## src/rtl/msg_link_slave_rx_if.sv

```systemverilog
// Signal bundle between the message-link pins / receiver and the slave-board command decoder.
// The slave modport is the receiver's view; the master modport is the link driver's view.
interface msg_link_slave_rx_if;
    logic        msg_clk_i;
    logic        msg_fsx_i;
    logic        msg_data_i;
    logic        rx_data_vld_o;
    logic [7:0]  rx_data_o;
    logic        rx_sof_o;
    logic        rx_eof_o;
    logic        rx_err_o;
    logic [15:0] rx_byte_num_o;

    modport slave (
        input  msg_clk_i, msg_fsx_i, msg_data_i,
        output rx_data_vld_o, rx_data_o, rx_sof_o, rx_eof_o, rx_err_o, rx_byte_num_o
    );

    modport master (
        output msg_clk_i, msg_fsx_i, msg_data_i,
        input  rx_data_vld_o, rx_data_o, rx_sof_o, rx_eof_o, rx_err_o, rx_byte_num_o
    );
endinterface

```

## src/rtl/msg_link_slave_rx.sv

```systemverilog
// Far-end message-link receiver: synchronises MSG_CLK/FSX/DATA, deserialises MSB-first bytes
// and reports frame boundaries, byte count and errors. Define MSG_SLV_CRC8_EN to check a trailing CRC-8.
module msg_link_slave_rx #(
    parameter int SYNC_STAGES = 2,
    parameter int MAX_BYTES   = 1024,
    parameter int TIMEOUT_CYC = 4096
) (
    input  logic               clk,
    input  logic               rst_n,
    msg_link_slave_rx_if.slave link
);
    localparam int TMO_W = $clog2(TIMEOUT_CYC + 1);

    typedef enum logic [1:0] {
        S_WAIT_IDLE,
        S_IDLE,
        S_RECV,
        S_END
    } state_t;

    state_t r_state;
    state_t w_state_nxt;

    logic [SYNC_STAGES-1:0] r_sync_clk;
    logic [SYNC_STAGES-1:0] r_sync_fsx;
    logic [SYNC_STAGES-1:0] r_sync_data;
    logic                   r_clk_d;
    logic                   r_fsx_d;

    logic [7:0]       r_shift;
    logic [2:0]       r_bit_cnt;
    logic [15:0]      r_byte_cnt;
    logic             r_err;
    logic [TMO_W-1:0] r_tmo_cnt;
    logic [7:0]       r_crc;

    logic        r_rx_data_vld;
    logic [7:0]  r_rx_data;
    logic        r_rx_sof;
    logic        r_rx_eof;
    logic        r_rx_err;
    logic [15:0] r_rx_byte_num;

    logic       w_clk;
    logic       w_fsx;
    logic       w_data;
    logic       w_rise;
    logic       w_fsx_rise;
    logic       w_start;
    logic       w_tmo;
    logic       w_shift;
    logic       w_byte_done;
    logic       w_byte_ok;
    logic       w_first;
    logic       w_crc_bad;
    logic [7:0] w_byte;

    always_ff @(posedge clk or negedge rst_n) begin
        if (!rst_n) begin
            r_sync_clk  <= '0;
            r_sync_data <= '0;
            // fsx chain resets high so WAIT_IDLE only exits once a genuine low has propagated.
            r_sync_fsx  <= '1;
            r_clk_d     <= 1'b0;
            r_fsx_d     <= 1'b1;
        end else begin
            // NOTE: non-blocking assignments so every flop samples pre-edge values; blocking here would collapse the sync chain.
            r_sync_clk  <= {r_sync_clk[SYNC_STAGES-2:0], link.msg_clk_i};
            r_sync_fsx  <= {r_sync_fsx[SYNC_STAGES-2:0], link.msg_fsx_i};
            r_sync_data <= {r_sync_data[SYNC_STAGES-2:0], link.msg_data_i};
            r_clk_d     <= w_clk;
            r_fsx_d     <= w_fsx;
        end
    end

    assign w_clk      = r_sync_clk[SYNC_STAGES-1];
    assign w_fsx      = r_sync_fsx[SYNC_STAGES-1];
    assign w_data     = r_sync_data[SYNC_STAGES-1];
    assign w_rise     = w_clk & ~r_clk_d;
    assign w_fsx_rise = w_fsx & ~r_fsx_d;

    always_ff @(posedge clk or negedge rst_n) begin
        if (!rst_n) r_state <= S_WAIT_IDLE;
        else        r_state <= w_state_nxt;
    end

    always_comb begin
        // NOTE: defaults first so no path leaves a signal unassigned, which would infer a latch.
        w_state_nxt = r_state;
        w_start     = 1'b0;
        w_tmo       = 1'b0;
        unique case (r_state)
            S_WAIT_IDLE: if (!w_fsx) w_state_nxt = S_IDLE;
            S_IDLE: begin
                if (w_fsx_rise) begin
                    w_state_nxt = S_RECV;
                    w_start     = 1'b1;
                end
            end
            S_RECV: begin
                if (!w_fsx) begin
                    w_state_nxt = S_END;
                end else if (!w_rise && (r_tmo_cnt == TMO_W'(TIMEOUT_CYC - 1))) begin
                    w_state_nxt = S_END;
                    w_tmo       = 1'b1;
                end
            end
            S_END:   w_state_nxt = S_IDLE;
            default: w_state_nxt = S_WAIT_IDLE;
        endcase
    end

    // A rise seen in the same cycle as the fsx fall still completes its bit.
    assign w_shift     = (r_state == S_RECV) && w_rise;
    assign w_byte      = {r_shift[6:0], w_data};
    assign w_byte_done = w_shift && (r_bit_cnt == 3'd7);
    assign w_byte_ok   = w_byte_done && (r_byte_cnt < 16'(MAX_BYTES));
    assign w_first     = w_byte_ok && (r_byte_cnt == 16'd0);

`ifdef MSG_SLV_CRC8_EN
    function automatic logic [7:0] f_crc8(input logic [7:0] v);
        logic [7:0] c;
        c = v;
        for (int i = 0; i < 8; i++) c = c[7] ? ((c << 1) ^ 8'h07) : (c << 1);
        return c;
    endfunction

    assign w_crc_bad = (r_crc != 8'h00);
`else
    assign w_crc_bad = 1'b0;
`endif

    always_ff @(posedge clk or negedge rst_n) begin
        if (!rst_n) begin
            r_shift    <= '0;
            r_bit_cnt  <= '0;
            r_byte_cnt <= '0;
            r_err      <= 1'b0;
            r_tmo_cnt  <= '0;
            r_crc      <= '0;
        end else begin
            if (w_start) begin
                r_shift    <= '0;
                r_bit_cnt  <= '0;
                r_byte_cnt <= '0;
                r_err      <= 1'b0;
                r_crc      <= '0;
            end
            if (w_shift) begin
                r_shift   <= w_byte;
                r_bit_cnt <= r_bit_cnt + 3'd1;
            end
            if (w_byte_ok) begin
                r_byte_cnt <= r_byte_cnt + 16'd1;
`ifdef MSG_SLV_CRC8_EN
                r_crc      <= f_crc8(r_crc ^ w_byte);
`endif
            end
            if ((w_byte_done && !w_byte_ok) || w_tmo) r_err <= 1'b1;

            if ((r_state == S_RECV) && !w_rise) r_tmo_cnt <= r_tmo_cnt + TMO_W'(1);
            else                                r_tmo_cnt <= '0;
        end
    end

    always_ff @(posedge clk or negedge rst_n) begin
        if (!rst_n) begin
            r_rx_data_vld <= 1'b0;
            r_rx_data     <= '0;
            r_rx_sof      <= 1'b0;
            r_rx_eof      <= 1'b0;
            r_rx_err      <= 1'b0;
            r_rx_byte_num <= '0;
        end else begin
            r_rx_data_vld <= w_byte_ok;
            r_rx_sof      <= w_first;
            r_rx_eof      <= (r_state == S_END);
            r_rx_err      <= (r_state == S_END) && (r_err || (r_bit_cnt != 3'd0) || w_crc_bad);
            if (w_byte_ok) r_rx_data <= w_byte;
            if (r_state == S_END) r_rx_byte_num <= r_byte_cnt;
            else if (w_first)     r_rx_byte_num <= '0;
        end
    end

    assign link.rx_data_vld_o = r_rx_data_vld;
    assign link.rx_data_o     = r_rx_data;
    assign link.rx_sof_o      = r_rx_sof;
    assign link.rx_eof_o      = r_rx_eof;
    assign link.rx_err_o      = r_rx_err;
    assign link.rx_byte_num_o = r_rx_byte_num;
endmodule

```

## src/flat_wrapper.sv

```systemverilog
// flat-port wrapper written by rule: the top's interface ports become plain ports
module msg_link_slave_rx_flat 
#(
    parameter int SYNC_STAGES = 2,
    parameter int MAX_BYTES   = 1024,
    parameter int TIMEOUT_CYC = 4096
)
  (clk, rst_n, link_msg_clk_i, link_msg_fsx_i, link_msg_data_i, link_rx_data_vld_o, link_rx_data_o, link_rx_sof_o, link_rx_eof_o, link_rx_err_o, link_rx_byte_num_o);
  msg_link_slave_rx_if link_i ();
  input  logic clk;
  input  logic rst_n;
  input wire logic [$bits(link_i.msg_clk_i)-1:0] link_msg_clk_i;
  input wire logic [$bits(link_i.msg_fsx_i)-1:0] link_msg_fsx_i;
  input wire logic [$bits(link_i.msg_data_i)-1:0] link_msg_data_i;
  output wire logic [$bits(link_i.rx_data_vld_o)-1:0] link_rx_data_vld_o;
  output wire logic [$bits(link_i.rx_data_o)-1:0] link_rx_data_o;
  output wire logic [$bits(link_i.rx_sof_o)-1:0] link_rx_sof_o;
  output wire logic [$bits(link_i.rx_eof_o)-1:0] link_rx_eof_o;
  output wire logic [$bits(link_i.rx_err_o)-1:0] link_rx_err_o;
  output wire logic [$bits(link_i.rx_byte_num_o)-1:0] link_rx_byte_num_o;
  assign link_i.msg_clk_i = link_msg_clk_i;
  assign link_i.msg_fsx_i = link_msg_fsx_i;
  assign link_i.msg_data_i = link_msg_data_i;
  assign link_rx_data_vld_o = link_i.rx_data_vld_o;
  assign link_rx_data_o = link_i.rx_data_o;
  assign link_rx_sof_o = link_i.rx_sof_o;
  assign link_rx_eof_o = link_i.rx_eof_o;
  assign link_rx_err_o = link_i.rx_err_o;
  assign link_rx_byte_num_o = link_i.rx_byte_num_o;
  msg_link_slave_rx #(.SYNC_STAGES(SYNC_STAGES), .MAX_BYTES(MAX_BYTES), .TIMEOUT_CYC(TIMEOUT_CYC)) u_core (.clk(clk), .rst_n(rst_n), .link(link_i));
endmodule
```

## config.mk

```make
export PLATFORM = sky130hd
export DESIGN_NAME = msg_link_slave_rx_flat
export DESIGN_NICKNAME = d
export VERILOG_FILES = /design/src/rtl/msg_link_slave_rx_if.sv /design/src/rtl/msg_link_slave_rx.sv /design/src/flat_wrapper.sv
export SDC_FILE = /design/constraint.sdc
export NUM_CORES = 1
export LEC_CHECK = 0
export CORE_ASPECT_RATIO = 0.5
export CORE_MARGIN = 8
export CORE_UTILIZATION = 50
export DETAILED_ROUTE_END_ITERATION = 10
export GPL_TIMING_DRIVEN = 0
export PLACE_DENSITY = 0.84
export SYNTH_ARGS = -nofsm -noshare
export SYNTH_HDL_FRONTEND = slang
export SYNTH_SLANG_ARGS = --single-unit
export TNS_END_PERCENT = 1
```

## constraint.sdc

```tcl
create_clock -name clk -period 1.7 [get_ports clk]
set_input_delay 0.34 -clock clk [delete_from_list [all_inputs] [get_ports clk]]
set_output_delay 0.34 -clock clk [all_outputs]
set_load 0.005 [all_outputs]
```

-- After elaboration in Yosys (flattened, before gate mapping)
Index checks and enable logic that the tools add are counted.
- $add $sub $neg: 3
- $lt $le $gt $ge: 1
- equal/unequal tests: 8
- mux-type cells: 21
- bitwise logic cells: 4
- reductions and logical operators: 20
- operator list (kind ; number):
    16-bit two-way mux ; 4
    16-bit by 1-bit adder with 16-bit output, second input constant ; 1
    16-bit logical NOT ; 1
    16-bit by 11-bit < comparator with 1-bit output, second input constant ; 1
    7-bit two-way mux ; 2
    13-bit by 1-bit adder with 13-bit output, second input constant ; 1
    13-bit by 12-bit == test with 1-bit output, second input constant ; 1
    13-bit two-way mux ; 1
    1-bit logical AND ; 8
    2-bit two-way mux ; 4
    2-bit case mux with 4 select lines ; 1
    2-bit nonzero test ; 4
    1-bit two-way mux ; 7
    3-bit two-way mux ; 2
    2-bit == test, second input constant ; 2
    3-bit by 1-bit adder with 3-bit output, second input constant ; 1
    3-bit == test, second input constant ; 1
    3-bit != test, second input constant ; 1
    3-bit AND reduction ; 1
    3-bit nonzero test ; 1
    1-bit bitwise AND ; 2
    2-bit by 1-bit == test with 1-bit output, second input constant ; 1
    1-bit logical NOT ; 2
    2-bit logical NOT ; 1
    other kinds (4) ; 6
- register bits: 78
- input port bits: 5
- output and inout port bits: 28
- logic and storage cells: 74

-- Logic depth before layout (Yosys ltp)
Gate-level depths: netlist (run 1).
- word-level depth: 9
- depth in mapped cells: 9

-- Least setup slack after synthesis (run 1)
Ideal clock, no wire load.
- path kind: reg-to-reg
- start: reg u_core.r_state[0]
- end: reg u_core.r_rx_byte_num[10], in the netlist u_core.link.rx_byte_num_o[10]
- setup time: 0.121 ns
- data arrival time: 1.657 ns
- required time: 1.579 ns
- setup slack: -0.078 ns
- stages on the path, launching flop included: 10
- buffers on the path: 2
- cell sequence: dfrtp_1 -> inv_1 -> ha_1 -> and3b_1 -> clkbuf_1 -> nand4_2 -> nor2_2 -> nor2_2 -> buf_6 -> a22o_1
- word-level cells in the longest chain between the ends: 6
- elaborated cells between the ends (all ways): 8
- those cells by class: 2 x eq/ne; 1 x mux; 5 x reduce/logical
- ends and longest elaborated chain (element ; RTL line ; text):
    from (decl) ; msg_link_slave_rx.sv:21 ; state_t r_state;
    from (signal assigned) ; msg_link_slave_rx.sv:84 ; else r_state <= w_state_nxt;
    2-bit == test ; msg_link_slave_rx.sv:114 ; assign w_shift = (r_state == S_RECV) && w_rise;
    1-bit logical AND ; msg_link_slave_rx.sv:114 ;
    1-bit logical AND ; msg_link_slave_rx.sv:116 ; assign w_byte_done = w_shift && (r_bit_cnt == 3'd7);
    1-bit logical AND ; msg_link_slave_rx.sv:117 ; assign w_byte_ok = w_byte_done && (r_byte_cnt < 16'(MAX_BYTES));
    1-bit logical AND ; msg_link_slave_rx.sv:118 ; assign w_first = w_byte_ok && (r_byte_cnt == 16'd0);
    via u_core.w_first ; msg_link_slave_rx.sv:54 ; logic w_first;
    2-bit nonzero test (no line) ; -- ;
    to (signal assigned) ; msg_link_slave_rx.sv:180 ; if (r_state == S_END) r_rx_byte_num <= r_byte_cnt;
    to (decl) ; msg_link_slave_rx.sv:42 ; logic [15:0] r_rx_byte_num;
The timed path passes the listed nets, and every way through them passes these cells.
A chain may end at the register's enable or synchronous reset.

-- Worst setup path after layout (run 1)
- start: reg u_core.r_state[0]
- end: reg u_core.r_rx_byte_num[11], in the netlist u_core.link.rx_byte_num_o[11]
The elaborated chain is that of the path after synthesis.

==> impl_metrics.yaml, run 1 <==
timing:
  setup_viol_count_final: 22
  grt_setup_unrepaired: "yes"
  whs_ps: 123
  worst_pin_slew_ps: 936
  fin_tns_setup_ps: -1110
  maxSlewHeadroom: 0.376
  fin_crit_ps: 1790
  fin_crit_sh: 1.05
  hold_viol_final: 0
  fin_skew_ps: 11.8
  fmax_ghz: 0.559
  drv_slew: 0
  layout_setup_ws_ps: -88.3
cts:
  cts_max_path_buffers: 2
  clkSlewWorstSetupHoldPaths_ps: 60
  htree_levels: 3
  cts_sinks: 78
  clock-root-buffer: "clkbuf_16"
  cts_tree: "done"
  clk_latency_ps: 340
  postCtsHoldBufs: 0
  numCtsBuffers: 9
die:
  die_h_um: 72.7
  boundaryPins: 33
  core_area_sq_mm: 0.00613
  die_w_um: 129
  start_util: 0.525
  die-area_sq_mm: 0.00941
  row_count: 20
synthesis:
  synth_edf_count: 0
  synth-main-ff-cell: "dfrtp_1"
  synth_area_sq_mm: 0.00322
  yosys_warnings: 0
  synth_cells: 287
  syn_area_per_cell_sq_um: 11.2
  async_flop_share: 1.00
  seq_area_frac_synth: 0.608
  synthesis.nets: 303
  ys_ff_latch: 78
  ys_types: 42
drt:
  routed_via_density: 5.67
  num_vias: 2453
  ant_nets: 0
  routed_wl_um: 7510
  wire_per_inst_um: 17.4
  drt_iter0_drc: 207
  drc: 0
  first_pass_iters: 6
worst_setup_path:
  path_delay_family: "simple AND/OR/NAND/NOR gates"
  crit_path_start_kind: "flip-flop"
  r2r_slack_ps: -90
  worstPathCellList: "inv_2 > ha_4 > and3b_2 > buf_8 > nand4_4 > nor2_4 > nor2_4 > buf_6 > a22o_1"
  endpoint_kind: "flip-flop"
  cp_max_fo: 8
  cpPeakStageDelay_ps: 420
  required_ps: 1930
  crit_buf_inv: 3
  arrival_ps: 2010
  crit_slowest_cell: "dfrtp_1"
  worstSetupPathType: "flip-flop to flip-flop"
  cp_common_cell: "nor2_4"
grt:
  grt_pass1_wl_um: 11800
  grt_pass1_vias: 2458
  gr-usage-all-layers: 0.160
  grt_antenna_before_repair: 0
  overflow: 0
  grt_max_degree: 79
layout:
  antenna_cells: 0
  fillers: 391
  fin_area_sq_mm: 0.00414
  layout-drive-gt1-share: 0.154
  finalNetCount: 356
  final_util: 0.675
  syn_to_final_growth_pct: 28.7
status:
  outcome: "finished, violations left"
  violations: "negative setup slack"
power_and_ir_drop:
  p_leak_nw: 1.92
  ir_drop_uv: 572
  power_density_mw_per_mm2: 1190
placed_design:
  place_area_sq_mm: 0.00365
  gp_congestion: 0.772
  io_buffer_count: 32
  dp_hpwl_um: 4510
job:
  drv_cap: 0
min_path:
  hold_class: "input pin to async pin"
[routing by layer]
layer | share of wire | global-route usage | wire length (um) | vias to the layer above
met3 | 0.056 | 0.0532 | 419 | 14
met2 | 0.53 | 0.283 | 3960 | 89
met1 | 0.40 | 0.176 | 3000 | 1238
li1 | - | - | - | 1112
met5 | 0 | 0 | 0 | -
met4 | 0.017 | 0.0638 | 127 | 0
[per-stage QoR]
step                      power, mW  setup slack (ps)  instances
final                          4.93             -88.3        433
after global routing           5.11              -186        433
after CTS                      4.86             -73.2        430
after detailed placement       2.88              -481        407
after global placement         2.81             -2150        407
after floorplan                2.60             -15.8        287
[cells by family (layout without fill, tap and decap cells)]
kind of cell | count (synthesis) | in the layout | share of synthesized area
and+or+nand+nor | 106 | 106 | 0.158
DFF | 78 | 78 | 0.608
AOI/OAI and AO/OA | 60 | 60 | 0.134
buffers and inverters | 22 | 80 | 0.0303
adders and majority gates | 11 | 11 | 0.0428
xor gates and xnor gates | 10 | 10 | 0.0272
[where the power goes]
group	switching (mW)	internal [mW]	leakage, nW
Combinational	0.630	0.414	0.728
Sequential	0.112	1.98	1.06
Clock	0.799	1.00	0.133
[cell usage in the layout, fill, tap and decap left out, types with 2 or more instances in the layout]
master           synthesis  routed
ha_1                    11       9
dfrtp_1                 75      74
or3_1                    3       3
xor2_1                   4       4
ha_4                     0       2
nand2_1                 40      40
a21oi_1                  5       5
nand3_1                  9       8
o21ai_1                  1       3
o211ai_1                 3       3
a31oi_1                  2       2
buf_4                    1      10
and3_1                   3       3
inv_6                    0       4
buf_6                    1       5
clkbuf_1                 4       2
and2_1                   5       5
nand4_1                  7       7
nor2_4                   0       4
o31ai_1                  2       2
xnor2_1                  6       6
nor3_4                   0       2
dfstp_2                  3       3
nor2b_1                  2       2
inv_2                    1       2
nor2_1                  25      23
clkinvlp_4               0       2
clkdlybuf4s50_1          0      31
o21ai_0                 16      14
buf_1                    1       2
clkbuf_16                0       9
a22o_1                  25      25
inv_1                   11       9
[worst register-to-register path, delay by kind of cell, from the launching register on]
family | cells | cell delay (ps)
buffers and inverters | 3 | 360
AOI/OAI and AO/OA | 1 | 180
adders and majority gates | 1 | 140
and+or+nand+nor | 4 | 570
DFF | 1 | 420
[cells in the mapped netlist, types with 2 or more instances]
cell / instances / area (sq um)
nor2b_1: 2 / 12.5
or3_1: 3 / 18.8
nand4_1: 7 / 43.8
ha_1: 11 / 138
o21ai_0: 16 / 80.1
o211ai_1: 3 / 22.5
a22o_1: 25 / 219
inv_1: 11 / 41.3
xor2_1: 4 / 35.0
xnor2_1: 6 / 52.6
a31oi_1: 2 / 12.5
clkbuf_1: 4 / 15.0
and3_1: 3 / 18.8
nor2_2: 2 / 12.5
nor3_1: 3 / 15.0
and2_1: 5 / 31.3
dfstp_2: 3 / 78.8
nand2_1: 40 / 150
a21oi_1: 5 / 25.0
buf_2: 3 / 15.0
o31ai_1: 2 / 15.0
nor2_1: 25 / 93.8
nand3_1: 9 / 45.0
dfrtp_1: 75 / 1880
[registers in the layout, indices dropped and copies added, names as in the netlist, 3 cells and up]
name	count
u_core.link.rx_byte_num_o	16
u_core.r_shift	7
u_core.r_bit_cnt	3
u_core.r_byte_cnt	16
u_core.r_tmo_cnt	13
u_core.link.rx_data_o	8
[layout make-up]
class                           count  area [sq um]  share of cell area
Clock inverter                      7          55.1              0.0133
Multi-Input combinational cell    187          1270               0.306
Tap cell                           88           110              0.0266
Sequential cell                    78          1960               0.473
Buffer                             10          76.3              0.0184
Clock buffer                        9           225              0.0544
Timing Repair Buffer               42           400              0.0967
Inverter                           12          50.0              0.0121
[repair_timing]
action                     in CTS  in global routing
gates resized for setup        22                 14
hold endpoints to repair        0                  0
buffers inserted                6                  3
setup endpoints to repair      54                 52
cloned                          1                  0
pin swaps                      15                 13
[worst paths after layout]
path / startpoint / to / depth (start not counted)
max: u_core.r_state[0]$_DFFE_PN0P_ / u_core.link.rx_byte_num_o[11]$_DFFE_PN0P_ / 9
min: rst_n / u_core.r_tmo_cnt[9]$_DFF_PN0_ / 1
max reg2reg: u_core.r_state[0]$_DFFE_PN0P_ / u_core.link.rx_byte_num_o[11]$_DFFE_PN0P_ / 9
min reg2reg: u_core.r_sync_data[0]$_DFF_PN0_ / u_core.r_sync_data[1]$_DFF_PN0_ / 0
max in group asynchronous: rst_n / u_core.r_state[1]$_DFFE_PN0P_ / 1
min in group clk: u_core.r_sync_data[0]$_DFF_PN0_ / u_core.r_sync_data[1]$_DFF_PN0_ / 0
(Power assumes the default switching activity.)
==> inputs of run 2 (changes only) <==
--- a/config.mk
+++ b/config.mk
@@ -7,10 +7,10 @@
 export LEC_CHECK = 0
 export CORE_ASPECT_RATIO = 0.5
 export CORE_MARGIN = 8
-export CORE_UTILIZATION = 50
+export CORE_UTILIZATION = 46
 export DETAILED_ROUTE_END_ITERATION = 10
 export GPL_TIMING_DRIVEN = 0
-export PLACE_DENSITY = 0.84
+export PLACE_DENSITY = 0.79
 export SYNTH_ARGS = -nofsm -noshare
 export SYNTH_HDL_FRONTEND = slang
 export SYNTH_SLANG_ARGS = --single-unit
==> impl_metrics.yaml, run 2 (synthesis gave the netlist of run 1 again) <==
cts:
  cts_tree: "done"
  clk_latency_ps: 330
  cts_max_path_buffers: 2
  postCtsHoldBufs: 0
  numCtsBuffers: 9
  clkSlewWorstSetupHoldPaths_ps: 60
  htree_levels: 3
  cts_sinks: 78
  clock-root-buffer: "clkbuf_16"
die:
  start_util: 0.478
  die_h_um: 75.1
  boundaryPins: 33
  row_count: 21
  core_area_sq_mm: 0.00673
  die-area_sq_mm: 0.0101
  die_w_um: 134
worst_setup_path:
  crit_path_start_kind: "flip-flop"
  arrival_ps: 1990
  r2r_slack_ps: -70
  r2r_end: "u_core.link.rx_byte_num_o[11]$_DFFE_PN0P_"
  reg2reg_depth: 8
  crit_end: "u_core.link.rx_byte_num_o[11]$_DFFE_PN0P_"
  cp_max_fo: 10
  endpoint_kind: "flip-flop"
  required_ps: 1910
  crit-reg2reg-launch: "u_core.r_byte_cnt[0]$_DFFE_PN0P_"
  startpoint: "u_core.r_byte_cnt[0]$_DFFE_PN0P_"
  worstSetupPathType: "flip-flop to flip-flop"
power_and_ir_drop:
  power_density_mw_per_mm2: 1240
  seqPwrFrac: 0.397
  p_leak_nw: 1.95
  ir_drop_uv: 576
  clkPwrFrac: 0.426
  sw_frac_of_total: 0.263
  total_power_mw: 5.22
  comb_power_share: 0.176
  p_sw_mw: 1.37
  p_int_mw: 3.85
layout:
  syn_to_final_growth_pct: 30.5
  layout_common_cells: "72 x dfrtp_1, 40 x nand2_1, 31 x clkdlybuf4s50_1, 25 x a22o_1, 23 x nor2_1"
  antenna_cells: 0
  fin_cells: 434
  finalNetCount: 353
  final_common_cell: "dfrtp_1"
  layout-drive-gt1-share: 0.158
  fillers: 493
job:
  drv_cap: 0
timing:
  layout_setup_ws_ps: -74.8
  fin_skew_ps: 7.21
  grt_setup_unrepaired: "yes"
  fin_crit_sh: 1.04
  worst_pin_slew_ps: 954
  setup_viol_count_final: 10
  fmax_ghz: 0.563
  maxSlewHeadroom: 0.364
  fin_crit_ps: 1770
  hold_viol_final: 0
  drv_slew: 0
placed_design:
  dp_hpwl_um: 4320
  place_inst: 411
  io_buffer_count: 32
  gp_congestion: 0.819
drt:
  first_pass_iters: 4
  routed_via_density: 5.50
  wire_per_inst_um: 16.1
  num_vias: 2386
  drc: 0
  drt_iter0_drc: 208
  ant_nets: 0
  routed_wl_um: 7010
grt:
  grt_max_degree: 79
  grt_antenna_before_repair: 0
  gr-usage-all-layers: 0.145
  grt_pass1_wl_um: 11500
  overflow: 0
  grt_pass1_vias: 2357
status:
  outcome: "finished, violations left"
  violations: "negative setup slack"
min_path:
  hold_class: "input pin to async pin"
-- run 2: cell types whose count changed in the layout (fill, tap and decap cells not counted), moves of 3 or more --
cell and delta:
bufinv_16 +3, inv_6 -4, buf_6 -3, o21ai_1 +3, o21ai_0 -3
-- run 2: per-stage QoR --
stage	TNS [ps]	cell area, sq um	hold slack (ps)	worst slack, ps	utilization
global placement	-179220	3660	333	-2190	0.544
CTS	-125	4080	197	-38.7	0.607
detailed placement	-11580	3650	336	-378	0.543
global route	-2130	4200	240	-180	0.624
floorplan	-158	3220	44.4	-15.8	-
finish	-566	4200	155	-74.8	0.624
-- run 2: how the worst min path moves through the flow --
stage / endpoint / slack (ps)
after CTS: u_core.r_tmo_cnt[8]$_DFF_PN0_ / 200
after detailed placement: u_core.r_sync_data[1]$_DFF_PN0_ / 340
final: u_core.r_tmo_cnt[8]$_DFF_PN0_ / 160
after floorplan: u_core.link.rx_byte_num_o[0]$_DFFE_PN0P_ / 40
after global routing: u_core.r_sync_clk[0]$_DFF_PN0_ / 240
after global placement: u_core.r_sync_data[1]$_DFF_PN0_ / 330
-- run 2: power by group through the flow --
stage	clock, mW	sequential, mW	combinational, mW
final	2.22	2.07	0.921
after global placement	0	2.09	0.726
after global routing	2.33	2.09	1.02
after detailed placement	0	2.09	0.779
after CTS	2.25	2.06	0.846
after floorplan	0	2.08	0.520
-- run 2: critical path, cell delays in order, from the launching register on --
cell	delay, ps
dfrtp_2	450
inv_1	70
ha_1	170
nor4b_4	200
nand3_1	160
nor2_4	180
nor2_4	80
buf_6	150
a22o_1	200
-- run 2: final cells by class --
type | count | area, sq um | area share
multi-input cells | 187 | 1280 | 0.306
plain buffers | 9 | 60.1 | 0.0143
well taps | 92 | 115 | 0.0274
clock inverters | 3 | 90.1 | 0.0215
flip-flops and latches | 78 | 1960 | 0.467
inverters | 12 | 52.6 | 0.0125
clock buffers | 13 | 260 | 0.0620
repair buffers | 40 | 378 | 0.0900
-- run 2: timing repair --
item,in CTS,in global routing
setup endpoints to repair,53,52
gates resized for setup,15,28
buffers inserted,3,5
pin swaps,4,10
gates cloned,0,0
-- run 2: routing by layer --
layer | vias to the layer above | track usage | routed length (um) | share of wire
met5 | - | 0 | 0 | 0
met4 | 0 | 0.0789 | 187 | 0.027
li1 | 1104 | - | - | -
met2 | 67 | 0.248 | 3600 | 0.51
met1 | 1194 | 0.166 | 2900 | 0.41
met3 | 21 | 0.0413 | 316 | 0.045
